File: config.mk
export PLATFORM = sky130hd
export DESIGN_NAME = seq_always_lane_distributor
export DESIGN_NICKNAME = d
export VERILOG_FILES = /design/src/rtl/seq_always_pkg.sv /design/src/rtl/seq_always_lane_slot.sv /design/src/rtl/seq_always_lane_distributor.sv
export SDC_FILE = /design/constraint.sdc
export NUM_CORES = 1
export LEC_CHECK = 0
export ABC_CLOCK_PERIOD_IN_PS = 2800
export CAP_MARGIN = 15
export CORE_MARGIN = 4
export CORE_UTILIZATION = 42
export CTS_CLUSTER_SIZE = 28
export DETAILED_ROUTE_END_ITERATION = 7
export MAX_ROUTING_LAYER = met4
export PLACE_DENSITY = 0.74
export SLEW_MARGIN = 10
export SYNTH_ARGS = -nofsm -noshare
export SYNTH_HDL_FRONTEND = slang
export SYNTH_SLANG_ARGS = --single-unit
File: constraint.sdc
create_clock -name clk -period 2.8 [get_ports clk]
set_input_delay 0.42 -clock clk [delete_from_list [all_inputs] [get_ports clk]]
set_output_delay 0.42 -clock clk [all_outputs]
set_load 0.1 [all_outputs]
File: src/rtl/seq_always_pkg.sv
// Shared types and constants for the lane distributor.
package seq_always_pkg;

    // Distributor control states.
    typedef enum logic {
        RUN   = 1'b0,
        FLUSH = 1'b1
    } dist_state_t;

    // Width of the accepted-word counter.
    localparam int COUNT_W = 8;

    // Counter saturation value (all ones).
    localparam logic [COUNT_W-1:0] COUNT_MAX = '1;

    // Round-robin successor. Lane counts are powers of two, so the
    // natural wrap of a $clog2(lanes)-bit pointer is the modulo.
    function automatic logic [7:0] rr_next(input logic [7:0] ptr, input int lanes);
        logic [7:0] nxt;
        nxt = ptr + 8'd1;
        if (int'(nxt) >= lanes) begin
            nxt = 8'd0;
        end
        return nxt;
    endfunction

endpackage

File: src/rtl/seq_always_lane_slot.sv
// One-entry output slot. A load in the same cycle as a drain wins, so the
// slot stays occupied with the new word. Data is held after a drain.
module seq_always_lane_slot
    import seq_always_pkg::*;
#(
    parameter int WIDTH = 4
) (
    input  logic             clk,
    input  logic             rst,
    input  logic             load,
    input  logic             drain,
    input  logic [WIDTH-1:0] load_data,
    output logic             valid,
    output logic [WIDTH-1:0] data
);

    // Occupancy flag: load has priority over drain.
    always_ff @(posedge clk) begin
        if (rst) begin
            valid <= 1'b0;
        end else if (load) begin
            valid <= 1'b1;
        end else if (drain && valid) begin
            valid <= 1'b0;
        end
    end

    // Payload register: only written on load, never cleared by a drain.
    always_ff @(posedge clk) begin
        if (rst) begin
            data <= '0;
        end else if (load) begin
            data <= load_data;
        end
    end

endmodule

File: src/rtl/seq_always_lane_distributor.sv
// Distributes a valid/ready input stream into LANES one-entry output slots,
// either round-robin or by explicit lane select, with a drain-all flush.
//
//   state | meaning
//   ------+--------------------------------------------------------------
//   RUN   | accepting words; flush request moves to FLUSH (no accept then)
//   FLUSH | input blocked; lanes drain; all empty -> RUN, rr_ptr=0, pulse
module seq_always_lane_distributor
    import seq_always_pkg::*;
#(
    parameter int WIDTH = 4,
    parameter int LANES = 4
) (
    input  logic                      clk,
    input  logic                      rst,
    input  logic                      mode,
    input  logic [$clog2(LANES)-1:0]  in_sel,
    input  logic                      in_valid,
    input  logic [WIDTH-1:0]          in_data,
    output logic                      in_ready,
    input  logic                      flush,
    output logic                      flush_done,
    output logic [LANES-1:0]          out_valid,
    input  logic [LANES-1:0]          out_ready,
    output logic [LANES*WIDTH-1:0]    out_data,
    output logic [COUNT_W-1:0]        accept_count
);

    localparam int SEL_W = $clog2(LANES);

    dist_state_t      state;
    logic [SEL_W-1:0] rr_ptr;
    logic [SEL_W-1:0] target;
    logic             accept;
    logic             target_free;
    logic             all_empty;
    logic [LANES-1:0] load;

    // Destination lane: round-robin pointer or the explicit select.
    assign target = mode ? in_sel : rr_ptr;

    // The target lane can take a word if it is empty or draining this cycle.
    assign target_free = !out_valid[target] || out_ready[target];

    assign in_ready  = (state == RUN) && !flush && target_free;
    assign accept    = in_valid && in_ready;
    assign all_empty = (out_valid == '0);

    // One-hot load strobe for the target slot.
    always_comb begin
        load = '0;
        if (accept) begin
            load[target] = 1'b1;
        end
    end

    genvar g;
    generate
        for (g = 0; g < LANES; g++) begin : g_lane
            seq_always_lane_slot #(
                .WIDTH(WIDTH)
            ) u_slot (
                .clk       (clk),
                .rst       (rst),
                .load      (load[g]),
                .drain     (out_ready[g]),
                .load_data (in_data),
                .valid     (out_valid[g]),
                .data      (out_data[g*WIDTH +: WIDTH])
            );
        end
    endgenerate

    // Control FSM with registered rr_ptr and flush_done pulse.
    always_ff @(posedge clk) begin
        if (rst) begin
            state      <= RUN;
            rr_ptr     <= '0;
            flush_done <= 1'b0;
        end else begin
            flush_done <= 1'b0;
            case (state)
                RUN: begin
                    if (flush) begin
                        state <= FLUSH;
                    end else if (accept && !mode) begin
                        rr_ptr <= SEL_W'(rr_next(8'(rr_ptr), LANES));
                    end
                end
                FLUSH: begin
                    if (all_empty) begin
                        state      <= RUN;
                        rr_ptr     <= '0;
                        flush_done <= 1'b1;
                    end
                end
                default: begin
                    state <= RUN;
                end
            endcase
        end
    end

    // Saturating accepted-word counter; only reset clears it.
    always_ff @(posedge clk) begin
        if (rst) begin
            accept_count <= '0;
        end else if (accept && (accept_count != COUNT_MAX)) begin
            accept_count <= accept_count + COUNT_W'(1);
        end
    end

endmodule

==> out/metrics.cfg <==
[cells_and_area]
synthToLayoutAreaGrowth_pct=35.5
ff_latch_area_um2=641
drive_above_1_share=0.225
antennaDiodeCount=0
fillCellCount=283
nets=206
multi_input_area_um2=702
stdcell_count=235

[power_and_ir_drop]
switching_share=0.272
p_int_w=0.000763
leakage_nw=0.858
combPwrFrac=0.173
ir_drop_mv=0.261
pwr_density_cell_nw_per_um2=556
pwr-share-seq=0.455
clkPwrFrac=0.373
p_switching_w=0.000286

[critical_path]
r2r_start=rr_ptr[1]$_SDFFE_PP0P_
critPathRequiredTime_ps=2380
r2r_end=accept_count[7]$_SDFFE_PP0P_
crit_start=mode
timing.critical_path.to_type=output pin
reg2regPathDepth=5
critPathArrivalTime_ps=2250
rrSetupSlack_ps=840
setup.worst_path.start_class=input pin
crit_fanout=7
critPathKind=in2out
critPathCapture=in_ready

[synthesis]
synth_fa_ha_area_frac=0.00899
synth.ff_latch_count=32
synthesis.nets=162
synthFlopType=dfxtp_1
synth_top_family_by_area=simple AND/OR/NAND/NOR gates
ys_types=34
synth_edf_count=0
synth.largest_area_cell=dfxtp_1
synth_top_area_share=0.460
yosysMostFrequentCell=dfxtp_1
synth-async-reset-ratio=0
yosysSeqAreaShare=0.460
ys_warn_count=0
netlist_area_um2=1390
synth_common_cells=dfxtp_1 (32), nor2_1 (21), mux2i_1 (19)
synthCells=146
synthMuxAreaShare=0.169
synth_xor_area_frac=0.00629
synth-simple-area-share=0.200
synthTopCellsByArea=dfxtp_1 (46%), mux2i_1 (14%), nor2_1 (5.7%)
synth_compound_area_frac=0.117
syn_avg_cell_area_um2=9.53

[clocking]
cts_tree=done
clock-sinks=32
cts_setup_buffers=0
cts.reportedPaths.clkPinSlew_ps=100
clk_latency_ps=330
htree_num_levels=2
ctsResizeCount=0
postCtsHoldBufs=0
cts-buffers-inserted=5
cts-root-buf=clkbuf_4
clock_path_buffers=2

[timing]
final_hold_viol_count=0
slew_violations=0
fin_crit_sh=0.953
finalSetupViolCount=0
setup_ws_ps=130
tightest_slew_ps=637
fmax_mhz=375
slew_headroom=0.574
finalCriticalPeriod_ps=2670
rsz0062_at_grt=false
fin_tns_setup_ps=0
clock-skew-final_ps=8.99

[routing]
drc_errors=0
drt_iter0_markers=31
viasPerCell=5.17
ant_nets=0
wl_per_cell_um=14.0
vias=1214
drt_wl_total_um=3290
drt-pass1-iter-count=4

[global_routing]
grtUsageTotal=0.174
grt_max_degree=18
grt_antenna_before_repair=0
grt_pass1_vias=1182
grt_pass1_wl_um=5550
grt_overflow=0

[run]
drv_cap=0

[floorplanning]
fp-row-count=20
pin_count=45
dieArea_um2=4300
core_area_um2=3100
die_w_um=65.6
start_util=0.448
fp.dieH_um=65.6

[place]
place_ws_ps=87.3
globalplace.congestion=0.861
dp_cells=227
dp_hpwl_um=2500
port-buffer-count=44

[min_path]
whs_path_depth=2
hold_class=reg2reg

[run_status]
status=finished clean

## metal layers
layer  part of all wire  vias up  GRT usage
li1                   -      615          -
met1               0.44      558      0.197
met2               0.49       36      0.286
met3              0.057        5     0.0530
met4              0.014        0     0.0699
met5                  0        -          -
## power by group through the flow
stage | sequential [W] | clock (W) | combinational (W)
after global routing | 0.000479 | 0.000425 | 0.000191
after global placement | 0.000487 | 0 | 0.000180
after CTS | 0.000477 | 0.000402 | 0.000182
after detailed placement | 0.000487 | 0 | 0.000181
final | 0.000477 | 0.000391 | 0.000181
after floorplan | 0.000542 | 0 | 0.0000716
## cells in the final DEF, fill, tap and decap left out, types with 4 or more instances in the layout
| cell | netlist | layout |
|---|---|---|
| mux2i_1 | 19 | 19 |
| a21oi_1 | 10 | 10 |
| nor2_1 | 21 | 21 |
| o21ai_0 | 7 | 7 |
| clkbuf_4 | 0 | 5 |
| nand2b_1 | 4 | 4 |
| nand3_1 | 5 | 5 |
| buf_4 | 4 | 30 |
| dfxtp_1 | 32 | 32 |
| or3_1 | 4 | 4 |
| clkdlybuf4s50_1 | 0 | 14 |
## how the worst min path moves through the flow
stage,start,endpoint,slack (ps)
3_5_place_dp,g_lane[2].u_slot.data[0]$_SDFFE_PP0P_,g_lane[2].u_slot.data[0]$_SDFFE_PP0P_,490
4_1_cts,accept_count[7]$_SDFFE_PP0P_,accept_count[7]$_SDFFE_PP0P_,510
6_report,g_lane[2].u_slot.data[0]$_SDFFE_PP0P_,g_lane[2].u_slot.data[0]$_SDFFE_PP0P_,500
5_1_grt,g_lane[2].u_slot.data[0]$_SDFFE_PP0P_,g_lane[2].u_slot.data[0]$_SDFFE_PP0P_,540
3_3_place_gp,g_lane[0].u_slot.data[1]$_SDFFE_PP0P_,g_lane[0].u_slot.data[1]$_SDFFE_PP0P_,480
2_1_floorplan,rr_ptr[0]$_SDFFE_PP0P_,rr_ptr[0]$_SDFFE_PP0P_,480
## cells by family (layout without fill, tap and decap cells)
| logic type | Yosys count | after routing |
|---|---|---|
| xor+xnor | 1 | 1 |
| mux | 22 | 22 |
| simple gates | 54 | 54 |
| compound gates | 26 | 26 |
| fa+ha+maj | 1 | 1 |
| flops | 32 | 32 |
| buf+inv | 10 | 55 |
## flip-flops by register name, summed over array words and instances (netlist names)
register,count
state,1
g_lane.u_slot.data,16
rr_ptr,2
accept_count,8
g_lane.u_slot.valid,4
flush_done,1
## critical path, stage by stage
cell and delay [ps]:
clkdlybuf4s50_1 580, mux2i_4 370, mux2i_1 190, mux2_2 310
nor3_2 180, buf_12 210
## cell type report
type,instances,area share
Clock inverter,1,0.0159
Timing Repair Buffer,45,0.204
Inverter,2,0.00398
Tap cell,44,0.0292
Clock buffer,7,0.0345
Sequential cell,32,0.340
Multi-Input combinational cell,104,0.372
## stage by stage
stage / total power (W) / cell area [µm²] / utilization / hold WS [ps]
finish: 0.00105 / 1890 / 0.608 / 504
detailed placement: 0.000669 / 1790 / 0.577 / 489
global route: 0.00110 / 1890 / 0.608 / 538
global placement: 0.000667 / 1790 / 0.577 / 480
floorplan: 0.000613 / 1400 / - / 476
CTS: 0.00106 / 1890 / 0.608 / 511
Note: power is estimated with default switching activity, not from simulation.
